`config.mk`:
```
export PLATFORM = sky130hd
export DESIGN_NAME = gf180mcu_fd_sc_mcu9t5v0__latsnq_bank
export DESIGN_NICKNAME = d
export VERILOG_FILES = /design/src/rtl/gf180mcu_fd_sc_mcu9t5v0__latsnq_bank_pkg.sv /design/src/rtl/gf180mcu_fd_sc_mcu9t5v0__latsnq_bank_sync.sv /design/src/rtl/gf180mcu_fd_sc_mcu9t5v0__latsnq_bank.sv
export SDC_FILE = /design/constraint.sdc
export NUM_CORES = 1
export LEC_CHECK = 0
export ABC_CLOCK_PERIOD_IN_PS = 1600
export BUFFER_PORTS_ARGS = -buffer_cell sky130_fd_sc_hd__buf_2
export CAP_MARGIN = 40
export CELL_PAD_IN_SITES_DETAIL_PLACEMENT = 2
export CELL_PAD_IN_SITES_GLOBAL_PLACEMENT = 2
export CORE_ASPECT_RATIO = 0.5
export CORE_MARGIN = 2
export CORE_UTILIZATION = 31
export CTS_CLUSTER_DIAMETER = 60
export DETAILED_ROUTE_END_ITERATION = 16
export HOLD_SLACK_MARGIN = 0.06
export PLACE_DENSITY = 0.88
export SYNTH_ARGS = -nofsm -noshare
export SYNTH_HDL_FRONTEND = slang
export SYNTH_SLANG_ARGS = --single-unit
```
`constraint.sdc`:
```
create_clock -name CLK -period 1.6 [get_ports CLK]
set_input_delay 0.08 -clock CLK [delete_from_list [all_inputs] [get_ports CLK]]
set_output_delay 0.08 -clock CLK [all_outputs]
set_load 0.1 [all_outputs]
```
`src/rtl/gf180mcu_fd_sc_mcu9t5v0__latsnq_bank_pkg.sv`:
```
// Shared definitions for the presettable register bank: index width helper,
// slice addressing and the next-state selector used by each channel.
package gf180mcu_fd_sc_mcu9t5v0__latsnq_bank_pkg;

    // Synchroniser flops idle at 1 so a freshly reset bank never sees a set.
    localparam logic SYNC_RST_VAL = 1'b1;

    typedef enum logic [1:0] {
        NXT_HOLD  = 2'd0,
        NXT_LOAD  = 2'd1,
        NXT_FORCE = 2'd2
    } nxt_sel_e;

    function automatic int calc_ch_w(input int channels);
        int w;
        if (channels > 1) begin
            w = $clog2(channels);
        end else begin
            w = 1;
        end
        return w;
    endfunction

    function automatic int slice_lo(input int ch, input int width);
        return ch * width;
    endfunction

endpackage

```
`src/rtl/gf180mcu_fd_sc_mcu9t5v0__latsnq_bank_sync.sv`:
```
// One-bit reset-to-1 synchroniser for an active-low set request, with a
// falling-edge detector that ignores levels already low at reset release.
module gf180mcu_fd_sc_mcu9t5v0__latsnq_bank_sync
    import gf180mcu_fd_sc_mcu9t5v0__latsnq_bank_pkg::*;
#(
    parameter int SYNC_STAGES = 2
) (
    input  logic clk,
    input  logic rst_n,
    input  logic setn_async,
    output logic setn_next,
    output logic fall
);

    logic [SYNC_STAGES-1:0] stage_r;
    logic [SYNC_STAGES-1:0] live_r;
    logic                   ssetn_d_r;
    logic                   live_d_r;
    logic                   ssetn_s;

    // live_r tracks which stages hold a genuine post-reset sample, so the
    // reset-forced 1 can never be mistaken for a high-to-low transition.
    always_ff @(posedge clk or negedge rst_n) begin
        if (!rst_n) begin
            stage_r   <= {SYNC_STAGES{SYNC_RST_VAL}};
            live_r    <= {SYNC_STAGES{1'b0}};
            ssetn_d_r <= SYNC_RST_VAL;
            live_d_r  <= 1'b0;
        end else begin
            stage_r   <= {stage_r[SYNC_STAGES-2:0], setn_async};
            live_r    <= {live_r[SYNC_STAGES-2:0], 1'b1};
            ssetn_d_r <= stage_r[SYNC_STAGES-1];
            live_d_r  <= live_r[SYNC_STAGES-1];
        end
    end

    assign ssetn_s = stage_r[SYNC_STAGES-1];
    // Value entering the final stage: lets the channel register change on
    // the same edge that the synchronised output does.
    assign setn_next = stage_r[SYNC_STAGES-2];
    assign fall      = ssetn_d_r & live_d_r & ~ssetn_s;

endmodule

```
`src/rtl/gf180mcu_fd_sc_mcu9t5v0__latsnq_bank.sv`:
```
// Bank of CHANNELS presettable WIDTH-bit registers with synchronised force-set,
// sticky set flags and a one-cycle registered read port.
module gf180mcu_fd_sc_mcu9t5v0__latsnq_bank
    import gf180mcu_fd_sc_mcu9t5v0__latsnq_bank_pkg::*;
#(
    parameter int               WIDTH       = 8,
    parameter int               CHANNELS    = 4,
    parameter logic [WIDTH-1:0] RESET_VAL   = {WIDTH{1'b0}},
    parameter int               SYNC_STAGES = 2,
    parameter bit               CLR_ON_RD   = 1'b1,
    localparam int              CH_W        = calc_ch_w(CHANNELS)
) (
    input  logic                      CLK,
    input  logic                      RN,
    input  logic [CHANNELS-1:0]       E,
    input  logic [CHANNELS*WIDTH-1:0] D,
    input  logic [CHANNELS-1:0]       SETN,
    output logic [CHANNELS*WIDTH-1:0] Q,
    input  logic                      RD_REQ,
    input  logic [CH_W-1:0]           RD_CH,
    output logic                      RD_ACK,
    output logic [WIDTH-1:0]          RD_DATA,
    output logic                      RD_FLAG
);

    logic [CHANNELS*WIDTH-1:0] q_flat_s;
    logic [CHANNELS-1:0]       setn_next_s;
    logic [CHANNELS-1:0]       fall_s;
    logic [CHANNELS-1:0]       clr_s;
    logic [CHANNELS-1:0]       flag_r;
    logic                      rd_hit_s;
    logic [WIDTH-1:0]          rd_data_s;
    logic                      rd_flag_s;
    logic                      rd_ack_r;
    logic [WIDTH-1:0]          rd_data_r;
    logic                      rd_flag_r;

    for (genvar c = 0; c < CHANNELS; c++) begin : g_ch
        logic [WIDTH-1:0] q_r;
        nxt_sel_e         sel_s;

        gf180mcu_fd_sc_mcu9t5v0__latsnq_bank_sync #(
            .SYNC_STAGES (SYNC_STAGES)
        ) u_sync (
            .clk        (CLK),
            .rst_n      (RN),
            .setn_async (SETN[c]),
            .setn_next  (setn_next_s[c]),
            .fall       (fall_s[c])
        );

        // Force-set outranks load; otherwise the channel holds.
        always_comb begin
            sel_s = NXT_HOLD;
            if (!setn_next_s[c]) begin
                sel_s = NXT_FORCE;
            end else if (E[c]) begin
                sel_s = NXT_LOAD;
            end else begin
                sel_s = NXT_HOLD;
            end
        end

        // Channel storage register.
        always_ff @(posedge CLK or negedge RN) begin
            if (!RN) begin
                q_r <= RESET_VAL;
            end else begin
                case (sel_s)
                    NXT_FORCE: q_r <= {WIDTH{1'b1}};
                    NXT_LOAD:  q_r <= D[slice_lo(c, WIDTH) +: WIDTH];
                    NXT_HOLD:  q_r <= q_r;
                    default:   q_r <= q_r;
                endcase
            end
        end

        assign q_flat_s[slice_lo(c, WIDTH) +: WIDTH] = q_r;
        assign clr_s[c] = CLR_ON_RD & rd_hit_s & (RD_CH == CH_W'(c));
    end

    assign Q = q_flat_s;

    // Read mux: out-of-range indices answer with zeros and touch no flag.
    always_comb begin
        rd_hit_s  = 1'b0;
        rd_data_s = {WIDTH{1'b0}};
        rd_flag_s = 1'b0;
        if (RD_REQ && (int'(RD_CH) < CHANNELS)) begin
            rd_hit_s  = 1'b1;
            rd_data_s = q_flat_s[int'(RD_CH)*WIDTH +: WIDTH];
            rd_flag_s = flag_r[RD_CH];
        end else begin
            rd_hit_s  = 1'b0;
            rd_data_s = {WIDTH{1'b0}};
            rd_flag_s = 1'b0;
        end
    end

    // Sticky flags: a new set event overrides a same-cycle read clear.
    always_ff @(posedge CLK or negedge RN) begin
        if (!RN) begin
            flag_r <= {CHANNELS{1'b0}};
        end else begin
            flag_r <= fall_s | (flag_r & ~clr_s);
        end
    end

    // Read response register; data and flag hold while idle.
    always_ff @(posedge CLK or negedge RN) begin
        if (!RN) begin
            rd_ack_r  <= 1'b0;
            rd_data_r <= {WIDTH{1'b0}};
            rd_flag_r <= 1'b0;
        end else begin
            rd_ack_r <= RD_REQ;
            if (RD_REQ) begin
                rd_data_r <= rd_data_s;
                rd_flag_r <= rd_flag_s;
            end else begin
                rd_data_r <= rd_data_r;
                rd_flag_r <= rd_flag_r;
            end
        end
    end

    assign RD_ACK  = rd_ack_r;
    assign RD_DATA = rd_data_r;
    assign RD_FLAG = rd_flag_r;

endmodule
```
# [After elaboration in Yosys (flattened, before gate mapping)]
# Index checks and enable logic that the tools add are counted.
[op_classes] addsub=0 mul=0 div=0 order_cmp=1 eq_ne=11 n_shift=1 muxes=15 bitwise=19 n_reduce_logical=5
[ops] op="$pmux 8 s2" count=4
[ops] op="$shiftx 32x6->8" count=1
[ops] op="$and 1x1->1" count=12
[ops] op="$eq 2x2->1 const B" count=6
[ops] op="$eq 2x1->1 const B" count=5
[ops] op="$mux 2" count=4
[ops] op="$reduce_bool 2->1" count=4
[ops] op="$mux 1" count=6
[ops] op="$and 4x4->4" count=1
[ops] op="$not 1->1" count=4
[ops] op="$not 4->4" count=1
[ops] op="$or 4x4->4" count=1
[ops] op="$lt 2x3->1 const B" count=1
[ops] op="$bmux 1 s2" count=1
[ops] op="$logic_not 2->1" count=1
[word_totals] reg_bits=70 latchBits=0 mem_bits_rw=0 rom_bits=0 in_bits=45 memories=0

# [Longest topological paths before layout]
# Gate-level depths: netlist of the first run.
[logic_depth] word_depth=5 ltp_mapped=5 mapped_depth_nobuf=3

# [Hierarchy]
# Synthesis of the first run repeated with hierarchy kept, for this count alone.
[unflattened] cells_unflattened=200 hier_area_um2=2708.8
[by_module_without_submodules] module="gf180mcu_fd_sc_mcu9t5v0__latsnq_bank" n_inst=1 cells_each=168 area_each_um2=2043.2
[by_module_without_submodules] module="gf180mcu_fd_sc_mcu9t5v0__latsnq_bank_sync" n_inst=4 cells_each=8 area_each_um2=166.4

# [Least setup slack after synthesis of the first run]
# Ideal clock, no wire load.
[synth_timing] path_kind="flip-flop to flip-flop" start="register g_ch[3].q_r[0]" end="register rd_data_r[0] (netlist: RD_DATA[0])" arrival_ps=1565 required_time_ps=1474 slack_ps=-91 path_stages_with_launch=3 n_path_buf=0 synth_period_minus_slack_ps=1691 cell_sequence="dfrtp_1 -> mux4_2 -> mux2_4"
[synth_via] elab_chain_len=1
[synth_lines] item="start, declared" line="gf180mcu_fd_sc_mcu9t5v0__latsnq_bank.sv:39" rtl="logic [WIDTH-1:0] q_r;"
[synth_lines] item="start signal, assigned" line="gf180mcu_fd_sc_mcu9t5v0__latsnq_bank.sv:70" rtl="NXT_FORCE: q_r <= {WIDTH{1'b1}};"
[synth_lines] item="start signal, assigned" line="gf180mcu_fd_sc_mcu9t5v0__latsnq_bank.sv:71" rtl="NXT_LOAD: q_r <= D[slice_lo(c, WIDTH) +: WIDTH];"
[synth_lines] item="start signal, assigned" line="gf180mcu_fd_sc_mcu9t5v0__latsnq_bank.sv:72" rtl="NXT_HOLD: q_r <= q_r;"
[synth_lines] item="$shiftx 32x6->8" line="gf180mcu_fd_sc_mcu9t5v0__latsnq_bank.sv:91" rtl="rd_data_s = q_flat_s[int'(RD_CH)*WIDTH +: WIDTH];"
[synth_lines] item="end signal, assigned" line="gf180mcu_fd_sc_mcu9t5v0__latsnq_bank.sv:113" rtl="rd_data_r <= {WIDTH{1'b0}};"
[synth_lines] item="end signal, assigned" line="gf180mcu_fd_sc_mcu9t5v0__latsnq_bank.sv:118" rtl="rd_data_r <= rd_data_s;"
[synth_lines] item="end signal, assigned" line="gf180mcu_fd_sc_mcu9t5v0__latsnq_bank.sv:121" rtl="rd_data_r <= rd_data_r;"
[synth_lines] item="end, declared" line="gf180mcu_fd_sc_mcu9t5v0__latsnq_bank.sv:35" rtl="logic [WIDTH-1:0] rd_data_r;"
# No other way between the ends.
# A chain may end at the register's enable or synchronous reset.

==> run metrics, run 1 <==
outcome completed; Sink Count roughly 60; Starting Density 32.6%; critical path's largest stage delay 0.55 ns; largest net degree at the start of global routing slightly above 60; count of different cell masters after synthesis 20; endpoints failing hold 0; antenna viol nets, final 0; Lkg Pwr around 1.6 nW; die width roughly 130 µm; FF/Latch Area between 1500 and 2000 µm²; Startpoint Class input port; DRC viols 0; CTS resizes 0; vias per inst 4.90; most frequent cell after synthesis dfrtp_1; Final period util between 90% and 100%; root buf cell clkbuf_16; Yosys reg bits between 60 and 70; CTS tree built; post-synth top area cell dfrtp_1; worst vdd ir approximately 0.52 mV; Mapped Cells 198; most area-consuming cells after synthesis dfrtp_1, mux2i_1, dfstp_2; Async S/R FF share, synth between 90% and 100%; Setup CP Type input port to flip-flop; IO buf count 86; Max-Cap Viols 0; Fmax approximately 0.65 GHz; DP Wirelength ~5700 µm; pwr/cell area ~1300 nW/µm²; Clk Latency, worst-skew pair approximately 0.34 ns; row count 22; Yosys top cell area share about half; Initial DRC Count about 150; I/O pin total 87; ys flop type dfrtp_1; gr usage total between 20% and 30%; first-pass GRT wire length about 16000 µm; crit path time final about 1.5 ns; GP Congestion approximately 0.8; Worst Setup End Kind flip-flop; post-synthesis sequential area ratio between 60% and 70%; # diodes 0; CP cell instances dlygate4sd3_1 -> buf_2 -> nand3b_1 -> nor2_1 -> a211oi_1; CTS buffer count 9; Post-synth EDFFs 0; die height approximately 67 µm; RSZ-0062 raised after global routing false; FILL cells between 700 and 800; Hold-fix buffers, CTS 36; Worst Skew 0.00965 ns; clk slew on worst S/H paths approximately 0.060 ns; FF-to-FF path depth 2; synthesized area per cell ~12 µm²; NumNets Final roughly 370; routed length per instance ~25 µm; core box area about 7500 µm²; Data arrival, critical path between 1.5 and 2 ns; Total Wirelength 10800 µm; Critical Path Slowest Stage Cell dlygate4sd3_1; H-Tree Depth 3; post-CTS setup buffers 0; Layout area overhead 49.2%; Syn Nets about 240; Max Slew Vio Count 0; Design Area, Final ~3600 µm²; Clock Tree Buf Depth 2; HP Class input port to flip-flop; most frequent cells after synthesis dfrtp_1, mux2i_1, nand2_1, dfstp_2, nand2b_1; setup TNS 0 ns; vias in the first global route around 2500; share of layout cells above drive strength 1 a little under two fifths; crit-path max FO 15; Placed Area around 3000 µm²; initial antenna violation count 0; multi-input logic area 836 µm²; total global routing overflow 0; slew margin rel. between 60% and 70%; Setup violations, final 0; Hold Path Depth 3; DRT Pass-1 Iters 4; Mapped Area ~2400 µm²; Critical Path RT roughly 1.8 ns; worst slew pin tran 0.521 ns; Die Area 8650 µm²; YS warnings 0; detailed-route via count 2135
[final timing paths]
| check | end | slack (ns) | startpoint |
|---|---|---|---|
| worst min-delay path | g_ch[0].q_r[1]$_DFFE_PN0P_ | 0.08 | D[1] |
| max in group asynchronous | g_ch[0].u_sync.stage_r[1]$_DFF_PN1_ | 0.97 | RN |
| worst max-delay path | RD_DATA[2]$_DFFE_PN0P_ | 0.05 | RD_REQ |
| min in group asynchronous | g_ch[1].q_r[0]$_DFFE_PN0P_ | 0.28 | RN |
| worst min register to register | g_ch[0].u_sync.live_d_r$_DFF_PN0_ | 0.36 | g_ch[0].u_sync.live_r[1]$_DFF_PN0_ |
| worst max register to register | RD_DATA[0]$_DFFE_PN0P_ | 0.30 | g_ch[2].q_r[0]$_DFFE_PN0P_ |
[logic make-up (layout without fill, tap and decap cells)]
family | after synthesis | after routing | share of synthesized area, %
AO/OA/AOI/OAI | 21 | 21 | 5.69
buffers and inverters | 13 | 143 | 2.66
flip-flops | 61 | 61 | 63.1
multiplexers | 42 | 42 | 17.9
other | 1 | 1 | 0.154
AND/OR/NAND/NOR | 60 | 60 | 10.5
[metrics by stage]
stage	hold slack, ns	power, mW	utilization, %	setup WS, ns	cells
finish	0.0819	4.73	48.7	0.0547	436
detailed placement	0.115	2.73	39.9	0.339	383
CTS	0.0693	4.71	48.5	0.162	435
global placement	0.105	2.69	39.9	0.374	383
global route	0.0908	4.88	48.7	0.0561	436
floorplan	-0.216	2.46	-	0.112	198
[area by class of cell]
| type | count | share of cell area [%] |
|---|---|---|
| well taps | 108 | 3.71 |
| repair buffers | 127 | 23.1 |
| clock buffers | 15 | 7.62 |
| flip-flops and latches | 61 | 42.4 |
| multi-input cells | 124 | 22.9 |
| clock inverters | 1 | 0.137 |
[power breakdown]
group / total [mW] / internal [mW] / switching (mW)
Sequential: 1.78 / 1.67 / 0.111
Combinational: 1.06 / 0.251 / 0.805
Clock: 1.89 / 1.18 / 0.718
[per-layer routing]
metal | vias to the layer above | wire (µm) | track usage [%] | part of all wire, %
met3 | 16 | 522 | 6.43 | 4.8
met1 | 1126 | 4750 | 33.6 | 44
met4 | 0 | 213 | 10.5 | 2.0
met2 | 69 | 5300 | 44.7 | 49
li1 | 924 | - | - | -
met5 | - | 0 | 0 | 0
[worst max-delay path, delay by kind of cell]
kind	cells	cell delay (ns)
buf+inv	2	0.78
simple gates	2	0.52
compound gates	1	0.36
[cells in the final DEF, fill, tap and decap left out, types with 3 or more instances in the layout]
master,count
nand2b_1,9
nor2_1,8
nand2_1,40
o22ai_1,8
clkbuf_1,3
dfrtp_1,45
dlygate4sd3_1,37
o21ai_0,4
a211oi_1,8
clkbuf_8,3
clkbuf_16,9
mux2i_1,40
dfstp_2,12
buf_2,86
dfrtp_2,4
buf_4,3
[sequential cells by signal, indices dropped and copies added (netlist names)]
register and count:
flag_r 4, g_ch.q_r 32, RD_ACK 1, g_ch.u_sync.stage_r 8, g_ch.u_sync.live_r 2, RD_FLAG 1, g_ch.u_sync.ssetn_d_r 4, g_ch.u_sync.live_d_r 1
RD_DATA 8
Power figures use the tool's default switching activity.
==> run 2, diff against run 1 <==
- MAX_ROUTING_LAYER: unset -> met4
- SETUP_SLACK_MARGIN: unset -> 0.4
==> run metrics, run 2 (same netlist as run 1, synthesis figures left out) <==
clk slew on worst S/H paths ~0.060 ns; CTS tree built; detailed-route via count approximately 2200; initial antenna violation count 0; GP Congestion 0.876; Fmax approximately 0.71 GHz; die width roughly 130 µm; most frequent cells in the layout buf_2, buf_4, nand2_1, mux2i_1, dfrtp_2; gr usage total between 20 and 30%; routed length per instance 25.6 µm; Max Slew Vio Count 0; crit-path max FO 3; Worst path top cell family by delay multiplexers; NumNets Final 367; Setup violations, final 0; total global routing overflow 0; IO buf count 86; Layout area overhead 55.1%; Final period util between 80 and 90%; Top reg by flops g_ch.q_r; critical path's largest stage delay approximately 0.50 ns; Clk Latency, worst-skew pair between 0.3 and 0.4 ns; Sink Count a little over 60; GR Layer Usage met2 a little under half; # diodes 0; FILL cells 752; DRT Pass-1 Iters 4; CP Buf/Inv Count 0; RSZ-0062 raised after global routing true; H-Tree Depth 3; setup TNS 0 ns; share of layout cells above drive strength 1 about 50%; first-pass GRT wire length roughly 17000 µm; GR Layer Usage met1 34.8%; Clock Tree Buf Depth 2; endpoints failing hold 0; Power Total 4.84 mW; Die Area between 8000 and 9000 µm²; Worst Setup End Kind flip-flop; crit path time final around 1.4 ns; largest net degree at the start of global routing 62; core box area 7490 µm²; Data arrival, critical path ~1.6 ns; Setup CP Type flip-flop to flip-flop; die height between 60 and 70 µm; Max-Cap Viols 0; Worst Skew ~0.0096 ns; Total Wirelength around 11000 µm; I/O pin total just under 90; Lkg Pwr 1.66 nW; GR Layer Usage met3 between 6 and 7%; DRC viols 0; Critical Path Slowest Stage Cell mux4_2; Startpoint Class flip-flop; GRT busiest layer met2; vias in the first global route ~2500; outcome completed; DP Wirelength between 5000 and 6000 µm; worst vdd ir between 0.5 and 0.6 mV; pwr/cell area 1280 nW/µm²; CTS buffer count 9; Initial DRC Count ~110; hold_ws just over 0.06 ns; antenna viol nets, final 0; Critical Path RT around 1.8 ns; HP Class input port to flip-flop; row count 22; max reg flops 32; Starting Density between 30% and 40%; root buf cell clkbuf_16; CP cell instances mux4_2 -> mux2_4; commonest non-fill, non-tap cell in the layout buf_2; vias per inst between 4 and 5
run 2: path summary, 6_finish.rpt:
kind,cells past startpoint,startpoint,to,slack [ns]
setup / recovery,2,g_ch[3].q_r[0]$_DFFE_PN0P_,RD_DATA[0]$_DFFE_PN0P_,0.19
hold / removal,3,D[14],g_ch[1].q_r[6]$_DFFE_PN0P_,0.06
max in group asynchronous,3,RN,g_ch[3].u_sync.ssetn_d_r$_DFF_PN1_,0.95
setup reg to reg,2,g_ch[3].q_r[0]$_DFFE_PN0P_,RD_DATA[0]$_DFFE_PN0P_,0.19
min in group asynchronous,3,RN,g_ch[3].u_sync.live_r[0]$_DFF_PN0_,0.31
hold reg to reg,0,g_ch[2].u_sync.stage_r[1]$_DFF_PN1_,g_ch[2].u_sync.ssetn_d_r$_DFF_PN1_,0.36
run 2: final cells by class:
| class | instances | area (µm²) | share of cell area [%] |
|---|---|---|---|
| Tap cell | 108 | 135 | 3.57 |
| Timing Repair Buffer | 126 | 928 | 24.5 |
| Clock buffer | 15 | 288 | 7.60 |
| Clock inverter | 1 | 5.00 | 0.132 |
| Sequential cell | 61 | 1600 | 42.1 |
| Multi-Input combinational cell | 124 | 836 | 22.1 |
run 2: stage by stage:
step                      area (µm²)  setup slack [ns]  util, %  cells
after floorplan                 2500             0.122        -    198
after global routing            3790             0.197     50.6    435
after detailed placement        3030             0.250     40.5    382
final                           3790             0.194     50.6    435
after CTS                       3740             0.208     49.9    430
after global placement          3030             0.304     40.5    382
run 2: per-layer routing:
metal / routed length (µm) / up-vias / share of wire [%]
li1: - / 926 / -
met1: 4820 / 1139 / 43
met2: 5520 / 72 / 50
met3: 496 / 30 / 4.4
met4: 306 / 0 / 2.7
met5: 0 / - / 0
run 2: power by group:
part           internal [mW]  leakage [nW]  switching, mW
registers               1.68         0.599          0.117
logic                  0.291         0.913          0.812
clock network           1.22         0.146          0.721
run 2: worst register-to-register path: cells and delay by family, from the launching register on:
| family | cells | cell delay [ns] |
|---|---|---|
| DFF | 1 | 0.49 |
| muxes | 2 | 0.79 |
run 2: what timing repair did:
item,CTS,global route
endpoints found under the hold margin,85,2
buffers inserted,1,3
resized for setup,37,4
hold buffers,31,2
setup endpoints to repair,39,7
==> run 3, diff against run 2 <==
- CORE_UTILIZATION: 31 -> 33
- SYNTH_HIERARCHICAL: unset -> 1
==> run metrics, run 3 <==
Setup violations, final 0; GP Congestion around 0.77; first-pass GRT wire length 15300 µm; crit path time final 1.14 ns; clk slew on worst S/H paths around 0.06 ns; post-synth top area cell dfrtp_1; post-CTS setup buffers 0; Placed Area 3270 µm²; commonest non-fill, non-tap cell in the layout mux2i_1; Die Area ~9000 µm²; Layout area overhead 48.8%; setup TNS 0 ns; Final period util a little under three quarters; Async S/R FF share, synth 100%; RSZ-0062 raised after global routing false; die width about 130 µm; ys flop type dfrtp_1; routed length per instance between 20 and 25 µm; die height 68.1 µm; critical path's largest stage delay about 0.38 ns; NumNets Final between 300 and 400; Clock Tree Buf Depth 2; reg2reg setup slack between 0.5 and 0.6 ns; core box area about 8000 µm²; Clk Latency, worst-skew pair around 0.34 ns; pwr/cell area ~1300 nW/µm²; I/O pin total just under 90; Design Area, Final roughly 4000 µm²; row count 23; CTS buffer count 9; Initial DRC Count between 100 and 150; Setup CP Type flip-flop to output port; Sink Count 70; Post-synth EDFFs 0; worst vdd ir slightly below 0.6 mV; Data arrival, critical path around 1.1 ns; gr usage total approximately a quarter; antenna viol nets, final 0; root buf cell clkbuf_16; slew margin rel. approximately three fifths; post-synthesis sequential area ratio between 60% and 70%; IO buf count 86; Critical Path Slowest Stage Cell dfrtp_1; Mapped Cells 200; Mapped Area around 2700 µm²; Total Wirelength 10200 µm; most frequent cells in the layout mux2i_1, buf_2, dlygate4sd3_1, buf_4, nand2_1; share of layout cells above drive strength 1 roughly 43%; Worst path top cell family by delay flip-flops; Fmax between 0.8 and 0.9 GHz; Critical Path RT roughly 1.5 ns; max reg flops 32; Starting Density 34.0%; crit-path max FO 2; Top reg by flops g_ch.q_r; CP Buf/Inv Count 1; most area-consuming cells after synthesis dfrtp_1, mux2i_1, dfstp_2; Startpoint Class flip-flop; Max-Cap Viols 0; total global routing overflow 0; Power Total ~5.1 mW; detailed-route via count between 2000 and 2500; DRT Pass-1 Iters 4; outcome completed; Worst Setup End Kind output port; vias in the first global route 2383; count of different cell masters after synthesis 16; worst slew pin tran 0.595 ns; DP Wirelength 5640 µm; synthesized area per cell about 14 µm²; most frequent cell after synthesis dfrtp_1; initial antenna violation count 0; vias per inst about 4.7; Max Slew Vio Count 0; DRC viols 0; HP Class input port to flip-flop; Worst Skew approximately 0.0097 ns; H-Tree Depth 3; YS warnings 6; endpoints failing hold 0; CTS tree built; Syn Nets roughly 250; # diodes 0; CP cell instances clkbuf_4; largest net degree at the start of global routing between 70 and 80; Yosys top cell area share 53.6%; Yosys reg bits 70; most frequent cells after synthesis dfrtp_1, mux2i_1, nand2_1, dfstp_2, nand2b_1; Lkg Pwr approximately 1.9 nW
## run 3: changes by cell type after synthesis, sizes merged, moves of 7 or more
cell | previous run | this run
nand2 | 40 | 33
dfrtp | 49 | 58
o221ai | 0 | 9
o22ai | 8 | 0
a211oi | 8 | 0
nor2 | 8 | 0
mux2i | 40 | 50
## run 3: cells by family (layout without fill, tap and decap cells)
logic type      count (synthesis)  in the layout  synth area share [%]
compound gates                 13             13                  4.02
mux                            50             50                  18.5
simple gates                   51             51                  9.24
other cells                     4              4                 0.554
buf+inv                        12            141                  2.49
flops                          70             70                  65.2
## run 3: power by group
part / total [mW] / switching, mW / leakage [nW] / internal [mW]
registers: 2.05 / 0.129 / 0.723 / 1.92
logic: 1.13 / 0.821 / 1.00 / 0.306
clock network: 1.91 / 0.775 / 0.134 / 1.14
## run 3: worst paths after layout
check | startpoint | endpoint | cells past startpoint
min reg2reg | g_ch[2].u_sync/live_r[0]$_DFF_PN0_ | g_ch[2].u_sync/live_r[1]$_DFF_PN0_ | 0
max reg2reg | g_ch[2].u_sync/stage_r[1]$_DFF_PN1_ | flag_r[2]$_DFF_PN0_ | 2
min | RD_CH[0] | flag_r[1]$_DFF_PN0_ | 3
min in group asynchronous | RN | g_ch[1].u_sync/live_r[0]$_DFF_PN0_ | 3
max | RD_DATA[6]$_DFFE_PN0P_ | RD_DATA[6] | 1
max in group asynchronous | RN | g_ch[0].u_sync/stage_r[1]$_DFF_PN1_ | 3
## run 3: through the flow
| step | instances | utilization, % | worst slack, ns | hold WS [ns] |
|---|---|---|---|---|
| floorplan | 200 | - | 0.420 | -0.216 |
| global placement | 387 | 41.0 | 0.530 | 0.125 |
| detailed placement | 387 | 41.0 | 0.463 | 0.138 |
| CTS | 440 | 50.3 | 0.404 | 0.0632 |
| global route | 441 | 50.6 | 0.421 | 0.143 |
| finish | 441 | 50.6 | 0.457 | 0.134 |
## run 3: area by class of cell
class                           count  area (µm²)
Clock buffer                       15         268
Timing Repair Buffer              125         936
Tap cell                          112         140
Multi-Input combinational cell    118         875
Sequential cell                    70        1810
Clock inverter                      1        5.00
Fill cell                         775        3940
## run 3: layer usage
layer | vias to the layer above | track usage, % | share of wire [%]
met1 | 1094 | 30.8 | 44
met3 | 18 | 5.63 | 3.9
met5 | - | - | 0
met4 | 0 | 8.29 | 1.8
li1 | 926 | - | -
met2 | 52 | 40.4 | 50
## run 3: repair_timing
item	4_1_cts	5_1_grt
endpoints found under the hold margin	94	1
gates resized for setup	38	4
setup endpoints to repair	38	4
hold buffers	37	1
